==> src/rtl/npu_seq_pkg.sv <==
// rtl/npu_seq_pkg.sv - shared types and constants for the NPU sequencer
package npu_seq_pkg;

   typedef enum logic [2:0] {
      ST_IDLE,
      ST_CLEAR,
      ST_LOAD,
      ST_MAC,
      ST_RELU,
      ST_PLOAD,
      ST_DRAIN,
      ST_DONE
   } state_e;

   localparam int N_BYTES_DEF = 8;

   localparam logic SEL_AUTO   = 1'b1;
   localparam logic SEL_MANUAL = 1'b0;

endpackage

==> src/rtl/npu_seq_ctrl_if.sv <==
// rtl/npu_seq_ctrl_if.sv - core-side bus: operand handshake, FIFO status and datapath strobes
interface npu_seq_ctrl_if;

   logic in_valid;
   logic in_ready;
   logic FULL;
   logic EN_BUF_IN;
   logic CLR_BUF_IN;
   logic EN_MAC;
   logic RST_MAC;
   logic EN_ReLU;
   logic EN_PISO_OUT;
   logic CLR_PISO_OUT;
   logic SHIFT_OUT;
   logic WR_EN;
   logic SEL_CON;

   modport master (
      input  in_valid, FULL,
      output in_ready, EN_BUF_IN, CLR_BUF_IN, EN_MAC, RST_MAC, EN_ReLU,
             EN_PISO_OUT, CLR_PISO_OUT, SHIFT_OUT, WR_EN, SEL_CON
   );

   modport slave (
      output in_valid, FULL,
      input  in_ready, EN_BUF_IN, CLR_BUF_IN, EN_MAC, RST_MAC, EN_ReLU,
             EN_PISO_OUT, CLR_PISO_OUT, SHIFT_OUT, WR_EN, SEL_CON
   );

endinterface

==> src/rtl/npu_seq_cnt.sv <==
// rtl/npu_seq_cnt.sv - loadable up-counter with terminal-count flag against a latched last value
module npu_seq_cnt #(
   parameter int W = 8
) (
   input  logic         clk_i,
   input  logic         rst_i,
   input  logic         clr_i,
   input  logic         inc_i,
   input  logic [W-1:0] last_i,
   output logic         tc_o
);

   logic [W-1:0] cnt_q, cnt_d;

   // Clear wins over increment so an abort during the last write leaves a clean counter.
   always_comb begin
      cnt_d = cnt_q;
      if (clr_i) begin
         cnt_d = '0;
      end else if (inc_i) begin
         cnt_d = cnt_q + 1'b1;
      end
   end

   always_ff @(posedge clk_i) begin
      if (rst_i) begin
         cnt_q <= '0;
      end else begin
         cnt_q <= cnt_d;
      end
   end

   assign tc_o = (cnt_q == last_i);

endmodule

==> src/rtl/npu_seq_ctrl.sv <==
// rtl/npu_seq_ctrl.sv - NPU job sequencer FSM and strobe decode; NPU_SEQ_PERF_EN adds perf counters
module npu_seq_ctrl
   import npu_seq_pkg::*;
#(
   parameter int MAC_W   = 8,
   parameter int GRP_W   = 8,
   parameter int N_BYTES = N_BYTES_DEF
) (
   input  logic             CLKEXT,
   input  logic             RST_GLO,
   input  logic             start,
   input  logic             abort,
   input  logic             manual_mode,
   input  logic [MAC_W-1:0] cfg_n_mac,
   input  logic [GRP_W-1:0] cfg_n_grp,
   npu_seq_ctrl_if.master   core,
   output logic             CTR_OUT,
   output logic             OUT_DONE,
`ifdef NPU_SEQ_PERF_EN
   output logic [31:0]      perf_cycles,
   output logic [31:0]      perf_stalls,
`endif
   output logic             busy
);

   localparam int                BYTE_W    = $clog2(N_BYTES + 1);
   localparam logic [BYTE_W-1:0] BYTE_LAST = BYTE_W'(N_BYTES - 1);

   state_e           state_q, state_d;
   logic [MAC_W-1:0] mac_last_q, mac_last_d;
   logic [GRP_W-1:0] grp_last_q, grp_last_d;
   logic             sel_con_q, sel_con_d;
   logic             start_acc, abort_hit, cnt_clr, wr_fire;
   logic             mac_tc, grp_tc, byte_tc;

   assign start_acc = (state_q == ST_IDLE) && start && !abort;
   assign abort_hit = (state_q != ST_IDLE) && abort;
   assign cnt_clr   = start_acc || abort_hit;
   assign wr_fire   = (state_q == ST_DRAIN) && !core.FULL;

   npu_seq_cnt #(.W(MAC_W)) u_mac_cnt (
      .clk_i  (CLKEXT),
      .rst_i  (RST_GLO),
      .clr_i  (cnt_clr || (state_q == ST_CLEAR)),
      .inc_i  (state_q == ST_MAC),
      .last_i (mac_last_q),
      .tc_o   (mac_tc)
   );

   npu_seq_cnt #(.W(BYTE_W)) u_byte_cnt (
      .clk_i  (CLKEXT),
      .rst_i  (RST_GLO),
      .clr_i  (cnt_clr || (state_q == ST_CLEAR)),
      .inc_i  (wr_fire),
      .last_i (BYTE_LAST),
      .tc_o   (byte_tc)
   );

   npu_seq_cnt #(.W(GRP_W)) u_grp_cnt (
      .clk_i  (CLKEXT),
      .rst_i  (RST_GLO),
      .clr_i  (cnt_clr),
      .inc_i  (wr_fire && byte_tc && !grp_tc),
      .last_i (grp_last_q),
      .tc_o   (grp_tc)
   );

   // A zero count from the host means one step, so the latched last index saturates at 0.
   always_comb begin
      state_d    = state_q;
      mac_last_d = mac_last_q;
      grp_last_d = grp_last_q;
      sel_con_d  = sel_con_q;
      case (state_q)
         ST_IDLE: begin
            if (start_acc) begin
               state_d    = ST_CLEAR;
               mac_last_d = (cfg_n_mac == '0) ? '0 : cfg_n_mac - 1'b1;
               grp_last_d = (cfg_n_grp == '0) ? '0 : cfg_n_grp - 1'b1;
               sel_con_d  = manual_mode ? SEL_MANUAL : SEL_AUTO;
            end
         end
         ST_CLEAR: state_d = ST_LOAD;
         ST_LOAD:  if (core.in_valid) state_d = ST_MAC;
         ST_MAC:   state_d = mac_tc ? ST_RELU : ST_LOAD;
         ST_RELU:  state_d = ST_PLOAD;
         ST_PLOAD: state_d = ST_DRAIN;
         ST_DRAIN: if (wr_fire && byte_tc) state_d = grp_tc ? ST_DONE : ST_CLEAR;
         ST_DONE:  state_d = ST_IDLE;
         default:  state_d = ST_IDLE;
      endcase
      if (abort_hit) begin
         state_d = ST_IDLE;
      end
   end

   always_ff @(posedge CLKEXT) begin
      if (RST_GLO) begin
         state_q    <= ST_IDLE;
         mac_last_q <= '0;
         grp_last_q <= '0;
         sel_con_q  <= SEL_AUTO;
      end else begin
         state_q    <= state_d;
         mac_last_q <= mac_last_d;
         grp_last_q <= grp_last_d;
         sel_con_q  <= sel_con_d;
      end
   end

   assign core.in_ready     = (state_q == ST_LOAD);
   assign core.EN_BUF_IN    = (state_q == ST_LOAD) && core.in_valid;
   assign core.CLR_BUF_IN   = (state_q == ST_CLEAR);
   assign core.RST_MAC      = (state_q == ST_CLEAR);
   assign core.CLR_PISO_OUT = (state_q == ST_CLEAR);
   assign core.EN_MAC       = (state_q == ST_MAC);
   assign core.EN_ReLU      = (state_q == ST_RELU);
   assign core.EN_PISO_OUT  = (state_q == ST_PLOAD);
   assign core.WR_EN        = wr_fire;
   assign core.SHIFT_OUT    = wr_fire;
   assign core.SEL_CON      = sel_con_q;
   assign CTR_OUT           = (state_q == ST_DRAIN);
   assign OUT_DONE          = (state_q == ST_DONE);
   assign busy              = (state_q != ST_IDLE);

`ifdef NPU_SEQ_PERF_EN
   logic [31:0] perf_cyc_q, perf_stl_q;
   logic        stall;

   assign stall = ((state_q == ST_LOAD) && !core.in_valid) ||
                  ((state_q == ST_DRAIN) && core.FULL);

   // Counting only non-IDLE cycles makes both values freeze once the job finishes.
   always_ff @(posedge CLKEXT) begin
      if (RST_GLO || start_acc) begin
         perf_cyc_q <= '0;
         perf_stl_q <= '0;
      end else begin
         if (busy && (perf_cyc_q != '1)) perf_cyc_q <= perf_cyc_q + 1'b1;
         if (stall && (perf_stl_q != '1)) perf_stl_q <= perf_stl_q + 1'b1;
      end
   end

   assign perf_cycles = perf_cyc_q;
   assign perf_stalls = perf_stl_q;
`endif

endmodule

==> src/flat_wrapper.sv <==
// flat-port wrapper written by rule: the top's interface ports become plain ports
module npu_seq_ctrl_flat import npu_seq_pkg::*;
#(
   parameter int MAC_W   = 8,
   parameter int GRP_W   = 8,
   parameter int N_BYTES = N_BYTES_DEF
)
  (CLKEXT, RST_GLO, start, abort, manual_mode, cfg_n_mac, cfg_n_grp, CTR_OUT, OUT_DONE, busy, core_in_valid, core_FULL, core_in_ready, core_EN_BUF_IN, core_CLR_BUF_IN, core_EN_MAC, core_RST_MAC, core_EN_ReLU, core_EN_PISO_OUT, core_CLR_PISO_OUT, core_SHIFT_OUT, core_WR_EN, core_SEL_CON);
  npu_seq_ctrl_if core_i ();
  input  logic CLKEXT;
  input  logic RST_GLO;
  input  logic start;
  input  logic abort;
  input  logic manual_mode;
  input  logic [MAC_W-1:0] cfg_n_mac;
  input  logic [GRP_W-1:0] cfg_n_grp;
  output logic CTR_OUT;
  output logic OUT_DONE;
  output logic busy;
  input wire logic [$bits(core_i.in_valid)-1:0] core_in_valid;
  input wire logic [$bits(core_i.FULL)-1:0] core_FULL;
  output wire logic [$bits(core_i.in_ready)-1:0] core_in_ready;
  output wire logic [$bits(core_i.EN_BUF_IN)-1:0] core_EN_BUF_IN;
  output wire logic [$bits(core_i.CLR_BUF_IN)-1:0] core_CLR_BUF_IN;
  output wire logic [$bits(core_i.EN_MAC)-1:0] core_EN_MAC;
  output wire logic [$bits(core_i.RST_MAC)-1:0] core_RST_MAC;
  output wire logic [$bits(core_i.EN_ReLU)-1:0] core_EN_ReLU;
  output wire logic [$bits(core_i.EN_PISO_OUT)-1:0] core_EN_PISO_OUT;
  output wire logic [$bits(core_i.CLR_PISO_OUT)-1:0] core_CLR_PISO_OUT;
  output wire logic [$bits(core_i.SHIFT_OUT)-1:0] core_SHIFT_OUT;
  output wire logic [$bits(core_i.WR_EN)-1:0] core_WR_EN;
  output wire logic [$bits(core_i.SEL_CON)-1:0] core_SEL_CON;
  assign core_i.in_valid = core_in_valid;
  assign core_i.FULL = core_FULL;
  assign core_in_ready = core_i.in_ready;
  assign core_EN_BUF_IN = core_i.EN_BUF_IN;
  assign core_CLR_BUF_IN = core_i.CLR_BUF_IN;
  assign core_EN_MAC = core_i.EN_MAC;
  assign core_RST_MAC = core_i.RST_MAC;
  assign core_EN_ReLU = core_i.EN_ReLU;
  assign core_EN_PISO_OUT = core_i.EN_PISO_OUT;
  assign core_CLR_PISO_OUT = core_i.CLR_PISO_OUT;
  assign core_SHIFT_OUT = core_i.SHIFT_OUT;
  assign core_WR_EN = core_i.WR_EN;
  assign core_SEL_CON = core_i.SEL_CON;
  npu_seq_ctrl #(.MAC_W(MAC_W), .GRP_W(GRP_W), .N_BYTES(N_BYTES)) u_core (.CLKEXT(CLKEXT), .RST_GLO(RST_GLO), .start(start), .abort(abort), .manual_mode(manual_mode), .cfg_n_mac(cfg_n_mac), .cfg_n_grp(cfg_n_grp), .core(core_i), .CTR_OUT(CTR_OUT), .OUT_DONE(OUT_DONE), .busy(busy));
endmodule
==> config.mk <==
export PLATFORM = sky130hd
export DESIGN_NAME = npu_seq_ctrl_flat
export DESIGN_NICKNAME = d
export VERILOG_FILES = /design/src/rtl/npu_seq_pkg.sv /design/src/rtl/npu_seq_ctrl_if.sv /design/src/rtl/npu_seq_cnt.sv /design/src/rtl/npu_seq_ctrl.sv /design/src/flat_wrapper.sv
export SDC_FILE = /design/constraint.sdc
export NUM_CORES = 1
export LEC_CHECK = 0
export CAP_MARGIN = 20
export CORE_ASPECT_RATIO = 2
export CORE_MARGIN = 1
export CORE_UTILIZATION = 53
export DETAILED_ROUTE_END_ITERATION = 10
export PLACE_DENSITY = 0.8
export SETUP_SLACK_MARGIN = 0.4
export SLEW_MARGIN = 10
export SYNTH_ARGS = -nofsm -noshare
export SYNTH_HDL_FRONTEND = slang
export SYNTH_SLANG_ARGS = --single-unit
==> constraint.sdc <==
create_clock -name CLKEXT -period 2.17 [get_ports CLKEXT]
set_input_delay 0.3255 -clock CLKEXT [delete_from_list [all_inputs] [get_ports CLKEXT]]
set_output_delay 0.3255 -clock CLKEXT [all_outputs]
set_load 0.02 [all_outputs]
Word-level counts from Yosys, hierarchy flattened. Cells that the tools add are included. W data, S select, Z words.

Reduce and logical (&&, ||, !) cells: 21. Add/sub/neg operators: 5. Equal/unequal tests: 13. Magnitude comparators: 0. Multipliers: 0. Shifts and indexed selects: 0. Divide/modulo/power cells: 0. Bitwise gates (word level): 0. Muxes and demuxes: 9.

Operator list (count): $pmux W3 S8 (1); $add A8 B1 Y8 const B (2); $eq A8 B8 Y1 (2); $logic_not A8 Y1 (2); $mux W8 (2); $sub A8 B1 Y8 const B (2); $mux W3 (5); $eq A3 B3 Y1 const B (4); $logic_and A1 B1 Y1 (7); $eq A3 B2 Y1 const B (2); $reduce_or A2 Y1 (3); $add A4 B1 Y4 const B (1); $eq A4 B3 Y1 const B (1); $ne A2 B1 Y1 const B (2); $eq A3 B1 Y1 const B (1); $logic_not A1 Y1 (3); $logic_not A3 Y1 (1); $reduce_and A3 Y1 (1); $reduce_bool A3 Y1 (1); $logic_or A1 B1 Y1 (2); $ne A2 B2 Y1 const B (1); $reduce_and A2 Y1 (1); $mux W1 (1).

Memory bits (writable): 0. Memories kept: 0. Register bits after elaboration: 40. Logic and storage cells: 55. Latch bits: 0. Bits in read-only memories: 0. Output and inout port bits: 14. Bits of input ports: 23.

Logic depth before layout (Yosys ltp).
Depth after elaboration: 6. Gate-level depth with buffers: 7. Gate-level depth less buffers: 6.

Cells and area by module. From an unflattened synthesis, not the netlist that was laid out.

Cell total of the unflattened synthesis: 270. Area, all modules: 2292.2 sq um.

Modules (own cells, without submodules): npu_seq_ctrl (cells each 148, area each 1207.4 sq um, times used 1); npu_seq_cnt (u_core.u_grp_cnt ...) (cells each 50, area each 432.9 sq um, times used 2); npu_seq_cnt (u_core.u_byte_cnt) (cells each 22, area each 219.0 sq um, times used 1).

Worst setup path before layout. OpenSTA, ideal clock, no wires.

Path type: register to output. Start point: reg u_core.state_q[1]. End point: out core_EN_BUF_IN. Arrival time: 1.546 ns. Path slack: 0.298 ns. Path buffers: 1. Stages on the path, launching flop included: 4. Path through: dfxtp_1 clkbuf_1 nor3b_1 and2_1.

Cells in the longest elaborated chain, start to end: 2.

RTL lines: start, declared (RTL line npu_seq_ctrl.sv:29) `state_e state_q, state_d;`; start signal, assigned (RTL line npu_seq_ctrl.sv:104) `state_q <= state_d;`; $eq A3 B2 Y1; via core_in_ready (RTL line flat_wrapper.sv:22) `output wire logic [$bits(core_i.in_ready)-1:0] core_in_ready;`; $logic_and A1 B1 Y1 (RTL line npu_seq_ctrl.sv:112) `assign core.EN_BUF_IN = (state_q == ST_LOAD) && core.in_valid;`; end, declared (RTL line flat_wrapper.sv:23) `output wire logic [$bits(core_i.EN_BUF_IN)-1:0] core_EN_BUF_IN;`.

The timed path passes the listed nets, and every way through them passes these cells.

Worst setup path after layout.
Start point: reg u_core.u_grp_cnt.cnt_q[0]. End point: reg u_core.u_grp_cnt.cnt_q[5].

Cells in the longest elaborated chain, start to end: 3. Elaborated cells on any way between the ends: 4. Classes of those cells: 1 x add/sub; 1 x eq/ne; 2 x reduce/logical.

RTL lines: start, declared (RTL line npu_seq_cnt.sv:13) `logic [W-1:0] cnt_q, cnt_d;`; start signal, assigned (RTL line npu_seq_cnt.sv:29) `cnt_q <= cnt_d;`; parallel branches: the longest is 3 deep, another holds $add A8 B1 Y8.

Parallel ways; which one is timed is not known. A chain may end at the register's enable or synchronous reset.

==> metrics.csv <==
metric,value,unit
vias in the first global route,1972,
"area leader, netlist",dfxtp_1,
Overflow after GRT,0,
Cell Pwr Density,515,nW/um^2
M1 GR Usage,24.7,%
hpwl dp,3890,um
R2R depth,5,
WHS,0.465,ns
Avg Inst Size Synth,8.38,sq um
# setup viols final,0,
nets,357,
Power Total,1540,uW
DR iter-0 viols,30,
leakage power total,0.00122,uW
Die Footprint,4500,sq um
Critical Path Fanout Max,6,
GRT Max-Usage Layer,met2,
final hold vios,0,
fin util,73.3,%
Final Instance Count excl. Fillers,379,
initial antenna violation count,0,
outcome,finished clean,
WL/cell,14.7,um
Worst-Skew Late Latency,0.30,ns
post-route cell area,3000,sq um
clk slew on worst S/H paths,0.08,ns
via/cell ratio,5.62,
Ys Warns,0,
Routability Congestion,0.780,
num ports,37,
"FF+latch count, synth",40,
GRT Util Overall,25.3,%
post-route minimum period,1.85,ns
ys async rst share,0,%
final wirelength,5560,um
worst path required time,2.40,ns
Max clock buf depth,2,
max-slew violations,0,
Fill cells,303,
Synth Flop Type,dfxtp_1,
DRC Markers,0,
Cells after Synth,267,
Synth cell types,44,
ant diodes,0,
"Cell Area, Placed",2720,sq um
DRT Pass-1 Iters,4,
FP Rows,33,
Max Clk Rate,0.540,GHz
CP Capture Type,register,
DR vias,2129,
CTS tree,built,
first-pass GRT wire length,8260,um
Hold WC Path Type,register to register,
unrepaired setup endpoints after global routing,yes,
Post-synth EDFFs,0,
share of cells above drive strength 1,20.5,%
WP data arrival,2.08,ns
Port Buf Inserts,36,
die height,93.9,um
Syn Std Cell Area,2240,sq um
Initial Util,54.7,%
chip width,47.9,um
VDD IR-drop max,615,uV
Final period util,85.3,%
Setup crit start kind,register,
synthesis-to-finish area growth,33.9,%
met2 usage in global routing,46.4,%
Routed Antenna Nets,0,
worst-margin pin slew,0.412,ns
register area share after synthesis,35.8,%
Clock Skews,0.00695,ns
largest net degree at the start of global routing,20,
clock sink count,40,
Crit Path Class,register to register,
Post-Place Cells,357,
Mapped Nets,297,
top post-synthesis cells by area,"dfxtp_1 (36%), xor2_1 (7.8%), xnor2_1 (7.0%)",
Hold Path Depth,1,
worst rel slew slack,72.3,%
TritonCTS Buffers,5,
Core Region,4090,sq um
Max Cap Viol,0,
H-tree depth,2,
met3 usage,4.62,%
top cell type's share of synthesized area,35.8,%
CTS root buf,clkbuf_8,
[stage by stage]
stage / setup TNS (ns) / setup WS (ns)
final: 0 / 0.320
after global routing: 0 / 0.258
after CTS: 0 / 0.373
after detailed placement: -0.0372 / -0.0372
after global placement: 0 / 0.0168
after floorplan: 0 / 0.456
[cells in the final DEF, fill, tap and decap left out, drive strengths merged, types with 3 or more instances in the layout]
cell           count
inv               10
and3               3
a22oi             12
nor4               5
clkbuf            13
nor2              39
xnor2             18
nand2b             3
o21ai             12
a311oi             3
or3                7
xor2              20
dlygate4sd2        9
nand2             19
dfxtp             40
nand4              6
clkdlybuf4s50     22
a21oi             10
nand3              7
buf               28
ha                 7
nor3               6
and2               3
[critical path: stages, from the launching register on]
cell and delay [ns]:
dfxtp_1 0.47, xor2_1 0.32, nor4_4 0.12, a21o_4 0.24, or4_1 0.48, a21oi_1 0.15
[layout make-up]
class / instances / area [sq um] / share of cell area (%)
clock inverter: 1 / 5.00 / 0.167
timing repair buffer: 66 / 589 / 19.7
inverter: 10 / 37.5 / 1.25
multi-input combinational: 204 / 1420 / 47.2
clock buffer: 6 / 72.6 / 2.42
tap: 52 / 65.1 / 2.17
sequential: 40 / 812 / 27.1
[cell families after synthesis]
logic type / synth area share, %
xor gates and xnor gates: 14.9
buffers and inverters: 5.09
muxes: 0.447
adders and majority gates: 3.91
DFF: 35.8
AOI/OAI and AO/OA: 14.2
and+or+nand+nor: 25.7
[cell usage after synthesis, drive strengths merged, types with 5 or more instances]
| library cell | count |
|---|---|
| nand2 | 19 |
| xnor2 | 18 |
| nand4 | 6 |
| buf | 8 |
| a22oi | 12 |
| or3 | 7 |
| nor2 | 39 |
| nor3 | 6 |
| clkbuf | 6 |
| ha | 7 |
| nor4 | 5 |
| xor2 | 20 |
| nand3 | 7 |
| inv | 10 |
| dfxtp | 40 |
| o21ai | 12 |
| a21oi | 10 |
[power by group]
part           internal (uW)  switching (uW)  leakage (uW)  total [uW]
Combinational            147             148      0.000851         296
Sequential               753            19.8      0.000327         773
Clock                    219             256     0.0000410         475
Total                   1120             425       0.00122        1540
[per-layer routing]
metal / share of wire, % / wire length [um] / up-vias
li1: - / - / 1053
met1: 36 / 2010 / 1008
met2: 58 / 3220 / 54
met3: 2.5 / 141 / 14
met4: 3.3 / 183 / 0
met5: 0 / 0 / -
[flip-flops by register name, indices dropped and copies added, names as in the netlist]
signal	count
u_core.core.SEL_CON	1
u_core.grp_last_q	8
u_core.mac_last_q	8
u_core.state_q	3
u_core.u_byte_cnt.cnt_q	4
u_core.u_grp_cnt.cnt_q	8
u_core.u_mac_cnt.cnt_q	8
[worst paths after layout]
check	startpoint	slack, ns	endpoint
hold reg to reg	u_core.core.SEL_CON$_SDFFE_PP1P_	0.47	u_core.core.SEL_CON$_SDFFE_PP1P_
setup reg to reg	u_core.u_grp_cnt.cnt_q[0]$_SDFFE_PP0P_	0.32	u_core.u_grp_cnt.cnt_q[5]$_SDFFE_PP0P_
hold / removal	u_core.core.SEL_CON$_SDFFE_PP1P_	0.47	u_core.core.SEL_CON$_SDFFE_PP1P_
setup / recovery	u_core.u_grp_cnt.cnt_q[0]$_SDFFE_PP0P_	0.32	u_core.u_grp_cnt.cnt_q[5]$_SDFFE_PP0P_
[timing repair]
action                     CTS  global route
cloned                       1             1
setup endpoints to repair   44            40
buffers inserted             6             7
hold buffers                 0             0
gates resized for setup     30            18
pin swaps                    3             8
No activity file was read; power rests on OpenSTA's default activity.
